==> config.mk <==
export PLATFORM = sky130hd
export DESIGN_NAME = contador_ad_mod_bcd
export DESIGN_NICKNAME = d
export VERILOG_FILES = /design/src/rtl/contador_ad_mod_bcd.sv
export SDC_FILE = /design/constraint.sdc
export NUM_CORES = 1
export LEC_CHECK = 0
export ABC_CLOCK_PERIOD_IN_PS = 3780
export BUFFER_PORTS_ARGS = -buffer_cell sky130_fd_sc_hd__buf_2
export CAP_MARGIN = 20
export CORE_UTILIZATION = 40
export CTS_CLUSTER_SIZE = 10
export DETAILED_ROUTE_END_ITERATION = 10
export GPL_ROUTABILITY_DRIVEN = 0
export GPL_TIMING_DRIVEN = 0
export PLACE_DENSITY = 0.71
export SETUP_SLACK_MARGIN = 0.1
export SKIP_CTS_REPAIR_TIMING = 1
export SLEW_MARGIN = 15
export SYNTH_ARGS = -nofsm -noshare
export SYNTH_HDL_FRONTEND = slang
export SYNTH_SLANG_ARGS = --single-unit
export TNS_END_PERCENT = 50
==> constraint.sdc <==
create_clock -name clk -period 3.78 [get_ports clk]
set_clock_uncertainty 0.1 [all_clocks]
set_input_delay 0.189 -clock clk [delete_from_list [all_inputs] [get_ports clk]]
set_output_delay 0.189 -clock clk [all_outputs]
set_load 0.05 [all_outputs]
==> src/rtl/contador_ad_mod_bcd.sv <==
// contador_ad_mod_bcd: a BCD up/down counter for one field of a settable clock.
// The counter moves only while en_count selects it. It steps once on each
// rising edge of enUP/enDOWN and wraps between MIN_VAL and MAX_VAL. Each wrap
// gives a one-cycle carry or borrow pulse. digit1/digit0 are the decimal
// tens/units of q.
// Optional build macro CONTADOR_AUTOREPEAT_EN: a held button auto-repeats. The
// first repeat comes after REPEAT_DLY cycles and later repeats come every
// REPEAT_PER cycles. Without the macro a held button gives exactly one step.
`timescale 1ns/1ps

module contador_ad_mod_bcd #(
  parameter int W          = 7,
  parameter int MIN_VAL    = 0,
  parameter int MAX_VAL    = 23,
  parameter int FIELD_ID   = 10,
  parameter int REPEAT_DLY = 50000000,
  parameter int REPEAT_PER = 12500000
) (
  input  logic         clk,
  input  logic         reset,
  input  logic [3:0]   en_count,
  input  logic         enUP,
  input  logic         enDOWN,
  input  logic         load,
  input  logic [W-1:0] load_val,
  output logic [W-1:0] q,
  output logic [3:0]   digit1,
  output logic [3:0]   digit0,
  output logic         carry,
  output logic         borrow
);

  // A bad parameter set is rejected while the design is elaborated, not at run time
  if (MIN_VAL < 0 || MIN_VAL >= MAX_VAL || MAX_VAL > 99 || (1 << W) <= MAX_VAL ||
      FIELD_ID < 0 || FIELD_ID > 15 || REPEAT_DLY < 1 || REPEAT_PER < 1) begin : gBadParams
    $error("contador_ad_mod_bcd: invalid parameter set");
  end

  // Index 0 is the up direction and index 1 is the down direction
  logic         sel;
  logic [1:0]   req;
  logic [1:0]   reqPrev_q;
  logic         armed_q;
  logic [1:0]   edgeTick;
  logic [1:0]   step;
  logic         loadOk;
  logic [W-1:0] q_q, q_d;
  logic         carry_q, carry_d;
  logic         borrow_q, borrow_d;
  logic [6:0]   qBcd;

  assign sel    = (en_count == 4'(FIELD_ID));
  assign req    = {enDOWN, enUP};
  assign loadOk = (int'(load_val) >= MIN_VAL) && (int'(load_val) <= MAX_VAL);

  // armed_q stays low for the first cycle after reset. An input that was
  // already high while reset was asserted therefore cannot count. The user
  // must release the button and press it again.
  assign edgeTick = req & ~reqPrev_q & {2{sel & armed_q}};

  // Remember last cycle's inputs for edge detection, and arm after reset
  always_ff @(posedge clk or posedge reset) begin
    if (reset) begin
      reqPrev_q <= 2'b00;
      armed_q   <= 1'b0;
    end else begin
      reqPrev_q <= req;
      armed_q   <= 1'b1;
    end
  end

`ifdef CONTADOR_AUTOREPEAT_EN
  localparam int RptMax = (REPEAT_DLY > REPEAT_PER) ? REPEAT_DLY : REPEAT_PER;
  localparam int CW     = $clog2(RptMax + 1);

  logic [1:0][CW-1:0] rptCnt_q, rptCnt_d;
  logic [1:0]         rptActive_q, rptActive_d;
  logic [1:0]         rptLate_q, rptLate_d;
  logic [1:0]         rptFire;
  logic               bothHigh;

  assign bothHigh = enUP & enDOWN;

  // Per direction, count the cycles the button has been held since its edge or since the last repeat step.
  // The first repeat waits REPEAT_DLY cycles. rptLate_q then switches the wait to REPEAT_PER.
  always_comb begin
    for (int i = 0; i < 2; i++) begin
      rptCnt_d[i]    = rptCnt_q[i];
      rptActive_d[i] = rptActive_q[i];
      rptLate_d[i]   = rptLate_q[i];
      rptFire[i]     = 1'b0;
      if (!req[i] || !sel || bothHigh) begin
        rptCnt_d[i]    = '0;
        rptActive_d[i] = 1'b0;
        rptLate_d[i]   = 1'b0;
      end else if (edgeTick[i]) begin
        rptCnt_d[i]    = '0;
        rptActive_d[i] = 1'b1;
        rptLate_d[i]   = 1'b0;
      end else if (rptActive_q[i]) begin
        if (rptLate_q[i] ? (rptCnt_q[i] == CW'(REPEAT_PER - 1))
                         : (rptCnt_q[i] == CW'(REPEAT_DLY - 1))) begin
          rptFire[i]   = 1'b1;
          rptCnt_d[i]  = '0;
          rptLate_d[i] = 1'b1;
        end else begin
          rptCnt_d[i]  = rptCnt_q[i] + CW'(1);
        end
      end
    end
  end

  // Repeat state registers, cleared by reset so a held button starts over
  always_ff @(posedge clk or posedge reset) begin
    if (reset) begin
      rptCnt_q    <= '0;
      rptActive_q <= 2'b00;
      rptLate_q   <= 2'b00;
    end else begin
      rptCnt_q    <= rptCnt_d;
      rptActive_q <= rptActive_d;
      rptLate_q   <= rptLate_d;
    end
  end

  assign step = edgeTick | rptFire;
`else
  assign step = edgeTick;
`endif

  // Next count. A selected load wins over any step. An up step and a down
  // step in the same cycle cancel each other. Only a real wrap raises carry or borrow.
  always_comb begin
    q_d      = q_q;
    carry_d  = 1'b0;
    borrow_d = 1'b0;
    if (sel && load) begin
      if (loadOk) begin
        q_d = load_val;
      end
    end else if (step == 2'b01) begin
      if (q_q == W'(MAX_VAL)) begin
        q_d     = W'(MIN_VAL);
        carry_d = 1'b1;
      end else begin
        q_d = q_q + W'(1);
      end
    end else if (step == 2'b10) begin
      if (q_q == W'(MIN_VAL)) begin
        q_d      = W'(MAX_VAL);
        borrow_d = 1'b1;
      end else begin
        q_d = q_q - W'(1);
      end
    end
  end

  // Count and wrap-pulse registers. Reset forces the count to MIN_VAL at once, with no clock edge.
  always_ff @(posedge clk or posedge reset) begin
    if (reset) begin
      q_q      <= W'(MIN_VAL);
      carry_q  <= 1'b0;
      borrow_q <= 1'b0;
    end else begin
      q_q      <= q_d;
      carry_q  <= carry_d;
      borrow_q <= borrow_d;
    end
  end

  // Split the count into decimal digits. The count never exceeds 99, so 7 bits hold it.
  always_comb begin
    qBcd   = 7'(q_q);
    digit1 = 4'(qBcd / 7'd10);
    digit0 = 4'(qBcd % 7'd10);
  end

  assign q      = q_q;
  assign carry  = carry_q;
  assign borrow = borrow_q;

endmodule

* Word level (Yosys, flattened, before mapping)
Index checks and enable logic that the tools add are counted.
** Word-level totals
- Input bits :: 16
- Register bits :: 12
- Output and inout bits :: 17
- Logic and storage cells :: 36
** Cells by class
- Muxes and demuxes :: 13
- Eq/ne operators :: 5
- Divide/modulo/power cells :: 2
- $add $sub $neg :: 2
- Reductions and logical operators :: 4
- $lt $le $gt $ge :: 1
- Bitwise gates (word level) :: 4
** Operators by type and width (count)
- 7-bit 2-to-1 mux :: 6
- 7-bit by 1-bit adder with 7-bit output, second input constant :: 1
- 7-bit by 4-bit divider with 7-bit output, second input constant :: 1
- 7-bit by 5-bit equality test with 1-bit output, second input constant :: 1
- 7-bit by 5-bit less-or-equal comparator with 1-bit output, second input constant :: 1
- 7-bit zero test :: 1
- 7-bit by 4-bit modulo with 7-bit output, second input constant :: 1
- 1-bit 2-to-1 mux :: 7
- 7-bit by 1-bit subtractor with 7-bit output, second input constant :: 1
- 2-bit bitwise AND :: 2
- 4-bit equality test, second input constant :: 1
- 3-bit nonzero test :: 1
- 2-bit by 1-bit equality test with 1-bit output, second input constant :: 1
- 2-bit equality test, second input constant :: 1
- 2-bit inequality test, second input constant :: 1
- 2-bit inverter :: 1
- 2-bit AND reduction :: 1
- 1-bit bitwise AND :: 1
- 1-bit logical AND :: 1

* Longest topological paths before layout
Gate-level depths: netlist (run 1).
- Depth in word-level cells :: 7
- Mapped depth :: 12
- Mapped depth without buffers :: 11

* Worst setup path before layout (run 1)
OpenSTA, ideal clock, no wires.
- Path kind :: register to output
- From :: reg q_q[4] (netlist: q[4])
- To :: out digit0[2]
- Data arrival time :: 4492 ps
- Stages on the path, launching flop included :: 12
- Setup slack :: -1001 ps
- Buffers on the path :: 1
- Data required time :: 3491 ps
- Cell sequence :: dfrtp_1 > buf_2 > inv_1 > ha_1 > a21o_1 > maj3_1 > nand2_1 > nand3_1 > xnor2_1 > ha_1 > o221ai_2 > mux2i_1
** Between the ends
- Cells in the longest elaborated chain, start to end :: 1
** Ends and longest elaborated chain
- start: declaration :: line 47 : logic [W-1:0] q_q, q_d;
- start signal: assignment :: line 161 : q_q <= W'(MIN_VAL);
- start signal: assignment :: line 165 : q_q <= q_d;
- 7-bit by 4-bit modulo with 7-bit output :: line 175 : digit0 = 4'(qBcd % 7'd10);
- end: declaration :: line 28 : output logic [3:0] digit0,
Every way passes these cells.

* Worst setup path after layout (run 1)
- From :: reg q_q[4] (netlist: q[4])
- To :: out digit0[1]
The elaborated chain is that of the path after synthesis.

==> results.md, run 1 <==
| Quantity | This run | Unit |
|:---|:---|:---|
| Mapped Nets | 178 | - |
| Height of the die | 57.9 | um |
| Normalized max-slew margin | 62.4 | % |
| Number of instances in the synthesized netlist | 153 | - |
| Detail-routed net length per standard cell | 14.8 | um |
| Startpoint class of the critical path | register | - |
| Warnings, synthesis | 0 | - |
| Number of global-route vias before repair | 1264 | - |
| Final antenna diode count | 0 | - |
| Final std cells w/o fill | 224 | - |
| Data required time of the worst path | 3490 | ps |
| Layout fillers | 275 | - |
| Outcome | finished with violations | - |
| Yosys reg bits | 12 | - |
| Initial Utilization | 43.8 | % |
| Longest Clk Path Bufs | 2 | - |
| Post-Route Setup TNS | 0 | ps |
| Largest cells by area after synthesis | dfrtp_1 (24%), ha_1 (9.0%), nor2_1 (4.8%) | - |
| GRT Util Overall | 21.5 | % |
| Reported leakage power | 0.690 | nW |
| Fraction of the yosys area taken by sequential cells | 24.0 | % |
| CTS tree | done | - |
| Core outline area | 2850 | sq um |
| Final Critical Period | 3540 | ps |
| Worst Hold Slack | -3.97 | ps |
| Initial DRC Count | 62 | - |
| Library cells used by synthesis | 55 | - |
| Cell accounting for the most synthesized area | dfrtp_1 | - |
| Detailed placer's ending HPWL | 2550 | um |
| Final total power | 0.000995 | W |
| Slowest stage cell on the critical path | dfrtp_2 | - |
| Type of destination of the critical path | output port | - |
| Violations in the final reports | DRC, hold timing | - |
| Cell at the root of the clock tree | clkbuf_4 | - |
| Final-report setup violation count | 0 | - |
| Clock transition at the registers of the reported paths | 80 | ps |
| Remaining global-route overflow | 0 | - |
| Area share of the largest cell type after synthesis | 24.0 | % |
| Proportion of layout cells with a drive suffix above 1 | 30.6 | % |
| Via-to-Cell Ratio | 5.94 | - |
| Fraction of registers with async set or reset after synthesis | 100 | % |
| Portion of the clock cycle consumed by the worst path in the final layout | 93.6 | % |
| Width of the chip | 57.9 | um |
| Count of endpoints failing hold in the final timing report | 1 | - |
| Cell-by-cell trace of the critical path | buf_6 > inv_2 > ha_4 > a21o_1 > maj3_1 > nand2_1 > nand3_4 > xnor2_4 > ha_2 > o221ai_4 > buf_12 > xnor2_4 > clkbuf_4 | - |
| Syn-to-layout area delta | 32.0 | % |
| Final net count | 219 | - |
| Maximum clock frequency | 283 | MHz |
| Row count | 19 | - |
| Post-synthesis instance area | 1250 | sq um |
| First-pass GRT wire length | 5660 | um |
| Power density over cell area | 603 | nW/um^2 |
| Total Wirelength | 3320 | um |
| Critical path data arrival time | 3250 | ps |
| Number of antenna violations at the first check in global routing | 0 | - |
| Post-Syn Area per Cell | 8.17 | sq um |
| Worst-Margin Slew | 564 | ps |
| Most used flip-flop cell after synthesis | dfrtp_1 | - |
| Die footprint | 3350 | sq um |
| EDFF count, synth | 0 | - |
| Stage delay of the slowest cell on the critical path | 450 | ps |
| Worst IR Drop VDD | 434 | uV |
| FF+latch area | 303 | sq um |
| Total I/O pin count | 33 | - |
| Unrepaired setup endpoints after global routing | true | - |
| Worst hold path class | input port to register | - |
| Count of maximum capacitance violations | 0 | - |
| Clock net sink count | 12 | - |
| Placed cell count | 216 | - |
| Type of the worst setup path | register to output port | - |
| Most frequent cell on the critical path | xnor2_4 | - |
| Count of buffers inserted at the top-level ports | 32 | - |
| Max H-tree Level | 1 | - |
| Largest net degree at the start of global routing | 13 | - |
| Worst-Skew Late Latency | 280 | ps |
| Routed vias | 1331 | - |
| Worst-path maximum fanout | 7 | - |
| Final Max Slew Viols | 0 | - |
| Area taken by multi-input logic gates | 967 | sq um |
| TritonCTS buffer count | 3 | - |
| Post-route antenna net violation count | 0 | - |
| Post-detailed-route DRC marker count | 2 | - |
| Number of detailed-routing iterations run before antenna repair | 7 | - |
report_power, final:
group | total, W | switching [W] | internal [W]
clock | 0.000104 | 0.0000458 | 0.0000586
sequential | 0.000171 | 0.0000275 | 0.000143
combinational | 0.000720 | 0.000450 | 0.000270
total | 0.000995 | 0.000523 | 0.000472
cells in the final DEF, fill, tap and decap left out, types with 2 or more instances in the layout:
cell type,instances
buf_2,30
nor2_1,16
nand2_1,14
dfrtp_1,10
inv_1,7
a211oi_1,7
o21ai_0,7
clkbuf_1,6
a21oi_1,6
ha_1,6
o21ai_1,5
xnor2_1,4
nand3_1,4
o221ai_1,4
clkbuf_4,4
nor2b_1,3
dlygate4sd3_1,3
a32o_1,2
nor3_1,2
buf_6,2
inv_2,2
o21bai_1,2
xnor2_4,2
ha_4,2
buf_4,2
dfrtp_2,2
cells by family after synthesis:
logic type / share of synthesized area [%]
other cells: 0.300
buf+inv: 6.71
flops: 24.0
mux: 1.70
fa+ha+maj: 9.81
simple gates: 22.5
compound gates: 28.7
xor+xnor: 6.21
metal layers:
layer / GRT usage, % / vias up / share of wire, %
li1: - / 637 / -
met1: 27.7 / 619 / 44
met2: 37.6 / 66 / 49
met3: 2.68 / 9 / 5.1
met4: 6.46 / 0 / 1.9
met5: 0 / - / 0
synthesized netlist by cell type (2+ instances only):
| cell | instances |
|---|---|
| o21bai_1 | 2 |
| clkbuf_1 | 6 |
| nand3_1 | 5 |
| nor3_1 | 2 |
| nand2_1 | 14 |
| a32o_1 | 2 |
| o21ai_1 | 5 |
| o21ai_0 | 7 |
| xnor2_1 | 6 |
| dfrtp_1 | 12 |
| nor2b_1 | 3 |
| ha_1 | 9 |
| nor2_1 | 16 |
| a211oi_1 | 7 |
| inv_1 | 9 |
| o221ai_1 | 4 |
| a21oi_1 | 6 |
final timing paths:
check	cells past startpoint	from	endpoint	slack [ps]
worst min register to register	3	reqPrev_q[1]$_DFF_PP0_	borrow$_DFF_PP0_	490
min in group asynchronous	3	reset	reqPrev_q[0]$_DFF_PP0_	360
max in group asynchronous	3	reset	q[5]$_DFFE_PP0P_	2870
worst max-delay path	13	q[4]$_DFFE_PP0P_	digit0[1]	240
worst min-delay path	2	load	borrow$_DFF_PP0_	-4
worst max register to register	9	q[1]$_DFFE_PP0P_	q[4]$_DFFE_PP0P_	1120
final cells by class:
class	count	area share, %
buffer	10	3.41
clock buffer	4	2.20
inverter	9	2.05
multi-input combinational	122	58.6
sequential	12	18.3
tap	31	2.35
timing repair buffer	36	13.0
critical path: cells and delay by family, from the launching register on:
family,cells,cell delay (ps)
DFF,1,450
xor gates and xnor gates,2,330
and+or+nand+nor,2,210
buffers and inverters,4,690
AOI/OAI and AO/OA,2,410
adders and majority gates,3,860
stage by stage:
| stage | instance area [sq um] | setup WS (ps) | util, % |
|---|---|---|---|
| floorplan | 1360 | 101 | - |
| global placement | 1560 | 544 | 54.6 |
| detailed placement | 1560 | 493 | 54.6 |
| CTS | 1600 | 181 | 55.9 |
| global route | 1650 | 79.9 | 57.9 |
| finish | 1650 | 242 | 57.9 |
flip-flops by register name (all words and copies together) (netlist names):
| signal | cells |
|---|---|
| q | 7 |
| borrow | 1 |
| carry | 1 |
| armed_q | 1 |
| reqPrev_q | 2 |
Note: power is estimated with default switching activity, not from simulation.
==> inputs of run 2 (changes only) <==
- ABC_AREA: default -> 1
==> results.md, run 2 <==
| Quantity | This run | Unit |
|:---|:---|:---|
| Outcome | finished with violations | - |
| Violations in the final reports | DRC | - |
| Worst-path maximum fanout | 6 | - |
| Total Wirelength | 2710 | um |
| Height of the die | 57.6 | um |
| Detail-routed net length per standard cell | 11.0 | um |
| Most frequent standard cell in the layout excluding fill and tap cells | buf_2 | - |
| Worst-Skew Late Latency | 270 | ps |
| Reg2Reg Capture Point | q[4]$_DFFE_PP0P_ | - |
| Clock transition at the registers of the reported paths | 70 | ps |
| Worst setup path startpoint | q[4]$_DFFE_PP0P_ | - |
| Largest net degree at the start of global routing | 13 | - |
| Yosys reg bits | 12 | - |
| Mapped Nets | 202 | - |
| Post-synthesis instance area | 1240 | sq um |
| TritonCTS buffer count | 3 | - |
| Fraction of registers with async set or reset after synthesis | 100 | % |
| Critical path data arrival time | 2970 | ps |
| Unrepaired setup endpoints after global routing | false | - |
| Most used flip-flop cell after synthesis | dfrtp_1 | - |
| Count of maximum capacitance violations | 0 | - |
| Cell accounting for the most synthesized area | dfrtp_1 | - |
| Library cells used by synthesis | 33 | - |
| Syn-to-layout area delta | 21.4 | % |
| Initial Utilization | 43.4 | % |
| Number of global-route vias before repair | 1122 | - |
| Layout fillers | 288 | - |
| Clock net sink count | 12 | - |
| Post-Syn Area per Cell | 6.99 | sq um |
| Post-Layout Inst Area | 1500 | sq um |
| Normalized max-slew margin | 63.7 | % |
| Die footprint | 3320 | sq um |
| Count of endpoints failing hold in the final timing report | 0 | - |
| Post-route antenna net violation count | 0 | - |
| Worst Reg2Reg Path Length in Cells | 9 | - |
| Remaining global-route overflow | 0 | - |
| Max H-tree Level | 1 | - |
| First-pass GRT wire length | 4660 | um |
| Number of detailed-routing iterations run before antenna repair | 7 | - |
| Library cell with the highest instance count after synthesis | nand2_1 | - |
| EDFF count, synth | 0 | - |
| Portion of the clock cycle consumed by the worst path in the final layout | 86.1 | % |
| Width of the chip | 57.6 | um |
| Routed vias | 1266 | - |
| Most frequent cells in the layout | buf_2 (33), nand2_1 (32), inv_1 (27), nor2_1 (15), o21ai_0 (13) | - |
| Worst-Margin Slew | 540 | ps |
| Proportion of layout cells with a drive suffix above 1 | 27.3 | % |
| Startpoint class of the critical path | register | - |
| Final antenna diode count | 0 | - |
| Critical Path End | digit0[1] | - |
| FF+latch area | 300 | sq um |
| Final Max Slew Viols | 0 | - |
| Row count | 19 | - |
| CTS tree | done | - |
| Post-Route Setup TNS | 0 | ps |
| Total I/O pin count | 33 | - |
| Cell at the root of the clock tree | clkbuf_4 | - |
| Maximum clock frequency | 307 | MHz |
| Warnings, synthesis | 0 | - |
| Final-report setup violation count | 0 | - |
| Synth top cells by count | nand2_1 (32), inv_1 (27), nor2_1 (15) | - |
| Worst hold path class | input port to register | - |
| Startpoint of the worst-slack reg-to-reg timing path | q[5]$_DFFE_PP0P_ | - |
| Count of buffers inserted at the top-level ports | 32 | - |
| Area post-placement | 1440 | sq um |
| Type of destination of the critical path | output port | - |
| Number of flip-flops under the largest register name | 7 | - |
| Number of antenna violations at the first check in global routing | 0 | - |
| Longest Clk Path Bufs | 2 | - |
| Via-to-Cell Ratio | 5.13 | - |
| Number of instances in the synthesized netlist | 177 | - |
| Flop2flop setup slack | 1620 | ps |
| Core outline area | 2850 | sq um |
| Area share of the largest cell type after synthesis | 24.3 | % |
| Final design utilization | 52.7 | % |
| Fraction of the yosys area taken by sequential cells | 24.3 | % |
| Type of the worst setup path | register to output port | - |
| Initial DRC Count | 61 | - |
| Area taken by multi-input logic gates | 786 | sq um |
| Final net count | 242 | - |
| Data required time of the worst path | 3490 | ps |
| Final Critical Period | 3260 | ps |
| GRT Util Overall | 17.7 | % |
| Detailed placer's ending HPWL | 2150 | um |
| Largest cells by area after synthesis | dfrtp_1 (24%), nand2_1 (9.7%), ha_1 (9.1%) | - |
| Post-detailed-route DRC marker count | 1 | - |
-- run 2: stage by stage --
stage	instances	hold WS [ps]	setup slack, ps
after global routing	247	105	179
after floorplan	177	-46.3	276
after CTS	244	-177	498
after global placement	240	117	843
after detailed placement	240	124	815
final	247	94.0	524
-- run 2: kinds of logic after synthesis --
logic type / count (synthesis) / share of synthesized area, %
other: 1 / 0.303
and+or+nand+nor: 76 / 30.0
buffers and inverters: 36 / 12.2
AOI/OAI and AO/OA: 34 / 17.6
xor gates and xnor gates: 8 / 5.66
adders and majority gates: 9 / 9.10
muxes: 1 / 0.809
DFF: 12 / 24.3
-- run 2: worst max-delay path, stage by stage (launching register included) --
cell and delay (ps):
dfrtp_1 420, buf_6 150, inv_1 160, ha_1 270, o21ai_2 230, nand2_4 100, nand3_1 110, nand3_2 130
nand2_4 100, nand3_1 90, nand2_1 110, inv_1 40, ha_1 190, nand2_1 80, nand2_2 80, nand2_4 60
nand2_1 40, nand2_1 50, buf_2 250
-- run 2: per-layer routing --
layer / up-vias / global-route usage [%] / wire length (um)
li1: 656 / - / -
met1: 580 / 23.5 / 1270
met2: 26 / 29.9 / 1330
met3: 4 / 2.01 / 81
met4: 0 / 6.27 / 23
met5: - / 0 / 0
-- run 2: how the worst min path moves through the flow --
stage	startpoint	cells after the start	slack, ps	endpoint
2_1_floorplan	reset	1	-50	armed_q$_DFF_PP0_
3_3_place_gp	reset	2	120	q[0]$_DFFE_PP0P_
3_5_place_dp	reset	2	120	q[0]$_DFFE_PP0P_
4_1_cts	reset	2	-180	borrow$_DFF_PP0_
5_1_grt	load_val[1]	3	110	q[1]$_DFFE_PP0P_
6_report	load_val[4]	3	90	q[4]$_DFFE_PP0P_
-- run 2: final cells by class --
cell class | count | area share, %
Clock buffer | 4 | 2.41
Buffer | 5 | 2.33
Timing Repair Buffer | 35 | 12.7
Sequential cell | 12 | 20.0
Inverter | 31 | 7.74
Multi-Input combinational cell | 129 | 52.3
Tap cell | 31 | 2.58
Power of run 2 is left out: the tool's default activity adds up to more than one toggle a clock period on the data nets, which glitch-free logic cannot reach.
